`config.mk`:
```
export PLATFORM = sky130hd
export DESIGN_NAME = rand_server
export DESIGN_NICKNAME = d
export VERILOG_FILES = /design/src/rtl/rand_server.sv
export SDC_FILE = /design/constraint.sdc
export NUM_CORES = 1
export LEC_CHECK = 0
export BUFFER_PORTS_ARGS = -buffer_cell sky130_fd_sc_hd__buf_2
export CAP_MARGIN = 10
export CELL_PAD_IN_SITES_DETAIL_PLACEMENT = 0
export CELL_PAD_IN_SITES_GLOBAL_PLACEMENT = 1
export CORE_ASPECT_RATIO = 1.75
export CORE_MARGIN = 1
export CORE_UTILIZATION = 46
export CTS_CLUSTER_DIAMETER = 200
export DETAILED_ROUTE_END_ITERATION = 10
export PLACE_DENSITY = 0.94
export SYNTH_ARGS = -nofsm -noshare
export SYNTH_HDL_FRONTEND = slang
export SYNTH_SLANG_ARGS = --single-unit
```
`constraint.sdc`:
```
create_clock -name clk -period 15 [get_ports clk]
set_input_delay 3 -clock clk [delete_from_list [all_inputs] [get_ports clk]]
set_output_delay 3 -clock clk [all_outputs]
set_load 0.02 [all_outputs]
```
`src/rtl/rand_server.sv`:
```
// rand_server: round-robin server handing out words from a shared 64-bit LFSR after a seeded warm-up.
// Define RAND_SERVER_ZERO_GUARD_EN to replace an all-zero seed with 64'h1.
module rand_server #(
    parameter int NREQ   = 4,
    parameter int WARMUP = 16
) (
    input  logic            clk,
    input  logic            reset,
    input  logic [63:0]     seed,
    input  logic            seed_load,
    input  logic [NREQ-1:0] req,
    output logic [NREQ-1:0] gnt,
    output logic            rnd_valid,
    output logic [63:0]     rnd_data,
    output logic            busy
);
    localparam int RW = $clog2(NREQ);
    typedef enum logic [1:0] {UNSEEDED, WARM, READY} state_t;
    state_t state, state_nxt;
    logic [63:0] lfsr, lfsr_step, seed_eff;
    logic [7:0] cnt;
    logic [RW-1:0] rr, pick;
    logic found, grant;
`ifdef RAND_SERVER_ZERO_GUARD_EN
    assign seed_eff = (seed == 64'h0) ? 64'h1 : seed;
`else
    assign seed_eff = seed;
`endif
    assign lfsr_step = {lfsr[62:0], lfsr[63] ^ lfsr[61] ^ lfsr[59] ^ lfsr[58]};
    assign busy = (state != READY);
    // First active requester at or after rr, wrapping around.
    always_comb begin
        found = 1'b0;
        pick = '0;
        for (int o = 0; o < NREQ; o++) begin
            if (!found && req[(int'(rr) + o) % NREQ]) begin
                found = 1'b1;
                pick = RW'((int'(rr) + o) % NREQ);
            end
        end
    end
    assign grant = (state == READY) && !seed_load && found;
    always_ff @(posedge clk or posedge reset)
        if (reset) state <= UNSEEDED;
        else state <= state_nxt;
    always_comb begin
        state_nxt = state;
        if (seed_load) state_nxt = WARM;
        else if (state == WARM && cnt == 8'(WARMUP - 1)) state_nxt = READY;
    end
    always_ff @(posedge clk or posedge reset) begin
        if (reset) begin
            lfsr <= '0;
            cnt <= '0;
            rr <= '0;
            gnt <= '0;
            rnd_valid <= 1'b0;
            rnd_data <= '0;
        end else begin
            gnt <= '0;
            rnd_valid <= 1'b0;
            if (seed_load) begin
                lfsr <= seed_eff;
                cnt <= '0;
            end else if (state == WARM) begin
                lfsr <= lfsr_step;
                cnt <= (cnt == 8'hff) ? cnt : cnt + 8'd1;
            end else if (grant) begin
                gnt <= {{(NREQ-1){1'b0}}, 1'b1} << pick;
                rnd_valid <= 1'b1;
                rnd_data <= lfsr;
                lfsr <= lfsr_step;
                rr <= (pick == RW'(NREQ - 1)) ? '0 : pick + 1'b1;
            end
        end
    end
endmodule

```
== After elaboration in Yosys (flattened, before gate mapping) ==
Cells that the tools add are included.
Cells by class
  add/sub/neg operators: 5
  $lt $le $gt $ge: 4
  equal/unequal tests: 7
  shift operators: 1
  mux-type cells: 34
  bitwise operators: 8
  reduce and logical (&&, ||, !) cells: 18
Operators with widths (number)
  two-way mux 64 bit: 3
  two-way mux 8 bit: 3
  two-way mux 1 bit: 14
  two-way mux 2 bit: 7
  less-than comparator 3 x 4 -> 1 bit (second input constant): 3
  two-way mux 4 bit: 3
  adder 8 x 1 -> 8 bit (second input constant): 1
  binary-select mux 1 bit (select 2 bit): 4
  == test 8 x 4 -> 1 bit (second input constant): 1
  == test 8 bit (second input constant): 1
  logical AND 1 bit: 6
  OR reduction 2 bit: 3
  adder 2 x 1 -> 2 bit (second input constant): 2
  adder 2 bit (second input constant): 2
  == test 2 bit (second input constant): 2
  zero test 1 bit: 4
  inequality test 2 bit (second input constant): 2
  nonzero test 2 bit: 2
  left shift 1 x 2 -> 4 bit (first input constant): 1
  AND 1 bit (first input constant): 3
  less-than comparator 2 x 3 -> 1 bit (second input constant): 1
  AND reduction 3 bit: 1
  nonzero test 3 bit: 1
  bitwise XOR 1 bit: 3
  other kinds (3): 4
Word-level totals
  bits in registers: 145
  input port bits: 71
  output and inout port bits: 70
  word-level logic and storage cells: 84

== Logic depth before layout (Yosys ltp) ==
  depth in word-level cells: 18
  depth in mapped cells: 6
  gate-level depth less buffers: 6

== Least setup slack after synthesis ==
OpenSTA, ideal clock, no wires.
  path type: input-to-reg
  start point: in req[2]
  end point: reg rr[1]
  library setup time: 0.125 ns
  arrival: 4.017 ns
  required time: 14.875 ns
  setup slack: 10.858 ns
  stages on the path: 5
  path buffers: 0
  cells stage by stage: mux2i_1 nor2_1 nor3_1 ha_1 mux2_2
Between the ends
  word-level cells in the longest chain between the ends: 14
  elaborated cells between the ends (all ways): 30
  classes of those cells: 1 x add/sub; 1 x eq/ne; 20 x mux; 8 x reduce/logical
Ends and longest elaborated chain
  start: declaration: RTL line 11  | input logic [NREQ-1:0] req,
  binary-select mux 1 bit (select 2 bit): RTL line 36  | if (!found && req[(int'(rr) + o) % NREQ]) begin
  two-way mux 1 bit (implied by the code): RTL line 36
  two-way mux 1 bit: RTL line 36
  zero test 1 bit: RTL line 36
  logical AND 1 bit: RTL line 36
  two-way mux 1 bit: RTL line 36
  zero test 1 bit: RTL line 36
  logical AND 1 bit: RTL line 36
  two-way mux 1 bit: RTL line 36
  zero test 1 bit: RTL line 36
  logical AND 1 bit: RTL line 36
  two-way mux 2 bit / two-way mux 1 bit (equally long branches): RTL line 36
  adder 2 x 1 -> 2 bit, or another cell as far along: RTL line 73  | rr <= (pick == RW'(NREQ - 1)) ? '0 : pick + 1'b1;
  two-way mux 2 bit / AND reduction 3 bit (equally long branches)
  end signal: assignment: RTL line 73
  end: declaration: RTL line 22  | logic [RW-1:0] rr, pick;
Several ways; a longest one is shown, not always the timed one. The select of a mux whose other input is x is not followed.
A chain may end at the register's enable or synchronous reset.

== Worst setup path in the final report ==
  start point: in req[0]
  end point: reg lfsr[62]
Between the ends
  word-level cells in the longest chain between the ends: 14
  elaborated cells between the ends (all ways): 23
  classes of those cells: 15 x mux; 8 x reduce/logical
Ends and longest elaborated chain
  binary-select mux 1 bit (select 2 bit): RTL line 36
  two-way mux 1 bit (implied by the code): RTL line 36
  two-way mux 1 bit: RTL line 36
  zero test 1 bit: RTL line 36
  logical AND 1 bit: RTL line 36
  two-way mux 1 bit: RTL line 36
  zero test 1 bit: RTL line 36
  logical AND 1 bit: RTL line 36
  two-way mux 1 bit: RTL line 36
  zero test 1 bit: RTL line 36
  logical AND 1 bit: RTL line 36
  two-way mux 1 bit (*): RTL line 36
  logical AND 1 bit (*): RTL line 42  | assign grant = (state == READY) && !seed_load && found;
  nonzero test 3 bit (no source line) (*)
  end signal: assignment: RTL line 66  | lfsr <= lfsr_step;
  end signal: assignment: RTL line 72  | lfsr <= lfsr_step;
  end: declaration: RTL line 20  | logic [63:0] lfsr, lfsr_step, seed_eff;
Every way passes the cells marked *; elsewhere a longest branch is shown, timed or not. The select of a mux whose other input is x is not followed.

==> summary.md <==
| Metric | Value |
|---|---|
| Outcome | completed |
| Peak VDD IR | 0.0779 mV |
| Synthesis-to-layout area growth | 20.4% |
| Core area | 0.0139 mm² |
| Die Width | 92.2 µm |
| Routability cong. | 0.803 |
| Worst rel slew slack | 36.8% |
| Mapped cell area | 0.00654 mm² |
| Hold_ws | 498 ps |
| Reg clk slew, reported paths | 60 ps |
| Hold Vio Cnt, Final | 0 |
| Die area | 0.0147 mm² |
| YS warnings | 0 |
| Postcts setup bufs | 0 |
| Root buffer cell | clkbuf_16 |
| Critical path arrival | 4790 ps |
| Synth Area per Inst | 11.4 µm² |
| LEAKAGE | 3.98 nW |
| Ys flop type | dfrtp_1 |
| Longest Clk Path Bufs | 2 |
| Max cap viols | 0 |
| Distinct cells, synth | 41 |
| Port bufs | 140 |
| Iter 0 DRT Violations | 225 |
| Wirelength, routed | 14000 µm |
| Clk_skew | 7.11 ps |
| Final setup fails | 0 |
| P per Cell Area | 123 mW/mm² |
| GRT Overall Usage | 20.4% |
| Wire per inst | 15.7 µm |
| Crit path time final | 4460 ps |
| HPWL Detailed | 9050 µm |
| Register area | 0.00363 mm² |
| Final nets | 777 |
| Mapped Nets | 648 |
| CTS Sinks | 145 |
| Cells after Synth | 572 |
| Hold crit path type | flop to flop |
| Share of cells above drive strength 1 | 39.2% |
| Post-route DRC | 0 |
| Data required, critical path | 15330 ps |
| CP cell instances | buf_2, nor4_4, o21a_2, buf_4, a21oi_1, a21oi_1 |
| Vias | 4671 |
| Sequential area share after synthesis | 55.5% |
| Startpoint types | input pin |
| Seq cells post-synth | 145 |
| H-tree levels | 4 |
| Post-synth ARST share | 100% |
| Global route overflow | 0 |
| CTS resizes | 0 |
| Crit Path Max Fanout | 63 |
| Final Slew Violations | 0 |
| Launching point of the worst reg2reg path | state[0] |
| Rows | 57 |
| Hold wc startpoint | rnd_data[31] |
| Worst Slack Setup Final | 10540 ps |
| Setup TNS | 0 ps |
| Initial Utilization | 47.0% |
| Unrepaired setup endpoints after global routing | no |
| Crit path kind | input pin to flop |
| Clock latency on the worst-skew pair | 410 ps |
| End-of-flow core utilization | 56.7% |
| Vias per inst | 5.24 |
| Number of global-route vias before repair | 4943 |
| Actual slew at the worst max-slew pin | 948 ps |
| # IOs | 141 |
| Post-route ant nets | 0 |
| CTS tree | yes |
| Pre-CTS setup slack | 10110 ps |
| Worst setup path startpoint | req[0] |
| Fillers | 1207 |
| Peak Freq | 224 MHz |
| CTS Buf Count | 17 |
| CP endpoint kind | flop |
| Antenna violations before repair | 0 |
| Number of synthesized flops with an enable pin | 0 |
| Crit path top cell by count | a21oi_1 |
| Worst path max stage delay | 640 ps |
| Footprint of the multi-input gates | 0.00262 mm² |
| CP max stage cell | buf_4 |
| Final period util | 29.8% |
| Die height | 160 µm |
| Antenna cell count | 0 |
| CTS Hold Bufs | 0 |
| Largest net degree at the start of global routing | 93 |
| DR pass1 iterations | 4 |
| First-pass GRT wire length | 23700 µm |
[logic make-up (layout without fill, tap and decap cells)]
group	after synthesis	in the layout	synth area share [%]
XOR/XNOR	5	5	0.669
adder cells (fa/ha/maj)	5	5	0.956
AO/OA/AOI/OAI	149	149	13.7
buffers and inverters	41	183	4.65
flip-flops	145	145	55.5
multiplexers	68	68	11.6
AND/OR/NAND/NOR	159	159	12.9
[flip-flops by register name, indices dropped and copies added, names as in the netlist]
signal     cells
cnt            8
gnt            4
lfsr          64
rnd_data      64
rnd_valid      1
rr             2
state          2
[cells in the mapped netlist (2+ instances only)]
cell	count	area share, %
a21oi_1	103	7.9
a21oi_2	32	4.3
and2_1	4	0.38
buf_12	2	0.61
buf_2	4	0.31
buf_4	2	0.23
buf_6	7	1.2
buf_8	4	0.92
clkbuf_1	14	0.80
clkbuf_4	2	0.23
dfrtp_1	145	55
ha_1	5	0.96
inv_1	6	0.34
mux2_2	65	11
mux2i_1	3	0.46
nand2_1	66	3.8
nand2b_1	2	0.19
nand3_1	2	0.15
nand4_1	2	0.19
nor2_1	7	0.40
nor2b_1	65	6.2
nor3_1	3	0.23
o21a_1	4	0.46
o21ai_0	3	0.23
xnor2_1	2	0.27
xor2_1	3	0.40
[path summary, 6_finish.rpt]
path / end / slack, ps / cells past startpoint
worst max-delay path: lfsr[62] / 10540 / 6
worst min-delay path: rnd_data[31] / 500 / 1
worst max register to register: rnd_data[40] / 12890 / 4
worst min register to register: rnd_data[31] / 500 / 1
max in group asynchronous: rnd_data[53] / 11010 / 3
min in group asynchronous: rnd_data[25] / 2760 / 2
[metrics by stage]
stage                     total power, mW  cells  instance area, µm²
after floorplan                     0.494    572                6540
after global placement              0.521    859                7240
after detailed placement            0.526    859                7240
after CTS                           0.985    891                7880
after global routing                 1.01    891                7880
final                               0.972    891                7880
[area by class of cell]
cell class                 instances  share of cell area [%]
sequential                       145                    46.0
timing repair buffer             145                    9.40
tap                              177                    2.81
inverter                           6                   0.349
clock buffer                      18                    5.57
clock inverter                    14                    2.59
multi-input combinational        386                    33.2
[worst max-delay path, delay by kind of cell]
kind / cells / cell delay (ps)
buf+inv: 2 / 780
compound gates: 3 / 540
simple gates: 1 / 450
[where the power goes]
group | switching [mW] | internal (mW)
clock network | 0.168 | 0.286
registers | 0.0185 | 0.415
logic | 0.0483 | 0.0356
total | 0.235 | 0.737
[per-layer routing]
metal | part of all wire, % | track usage, % | vias to the layer above
li1 | - | - | 2215
met1 | 41 | 23.6 | 2321
met2 | 54 | 36.0 | 112
met3 | 2.9 | 4.24 | 23
met4 | 2.7 | 9.02 | 0
met5 | 0 | 0 | -
[layout by cell type (no fill, tap or decap), drive strengths merged, types with 2 or more instances in the layout]
cell type | Yosys | layout
a21oi | 135 | 135
and2 | 4 | 4
buf | 19 | 145
bufinv | 0 | 4
clkbuf | 16 | 18
clkinv | 0 | 4
clkinvlp | 0 | 2
dfrtp | 145 | 145
ha | 5 | 5
inv | 6 | 10
mux2 | 65 | 65
mux2i | 3 | 3
nand2 | 66 | 66
nand2b | 3 | 3
nand3 | 2 | 2
nand4 | 2 | 2
nor2 | 7 | 7
nor2b | 65 | 65
nor3 | 4 | 4
nor4 | 2 | 2
o21a | 4 | 4
o21ai | 4 | 4
xnor2 | 2 | 2
xor2 | 3 | 3
Note: power is estimated with default switching activity, not from simulation.
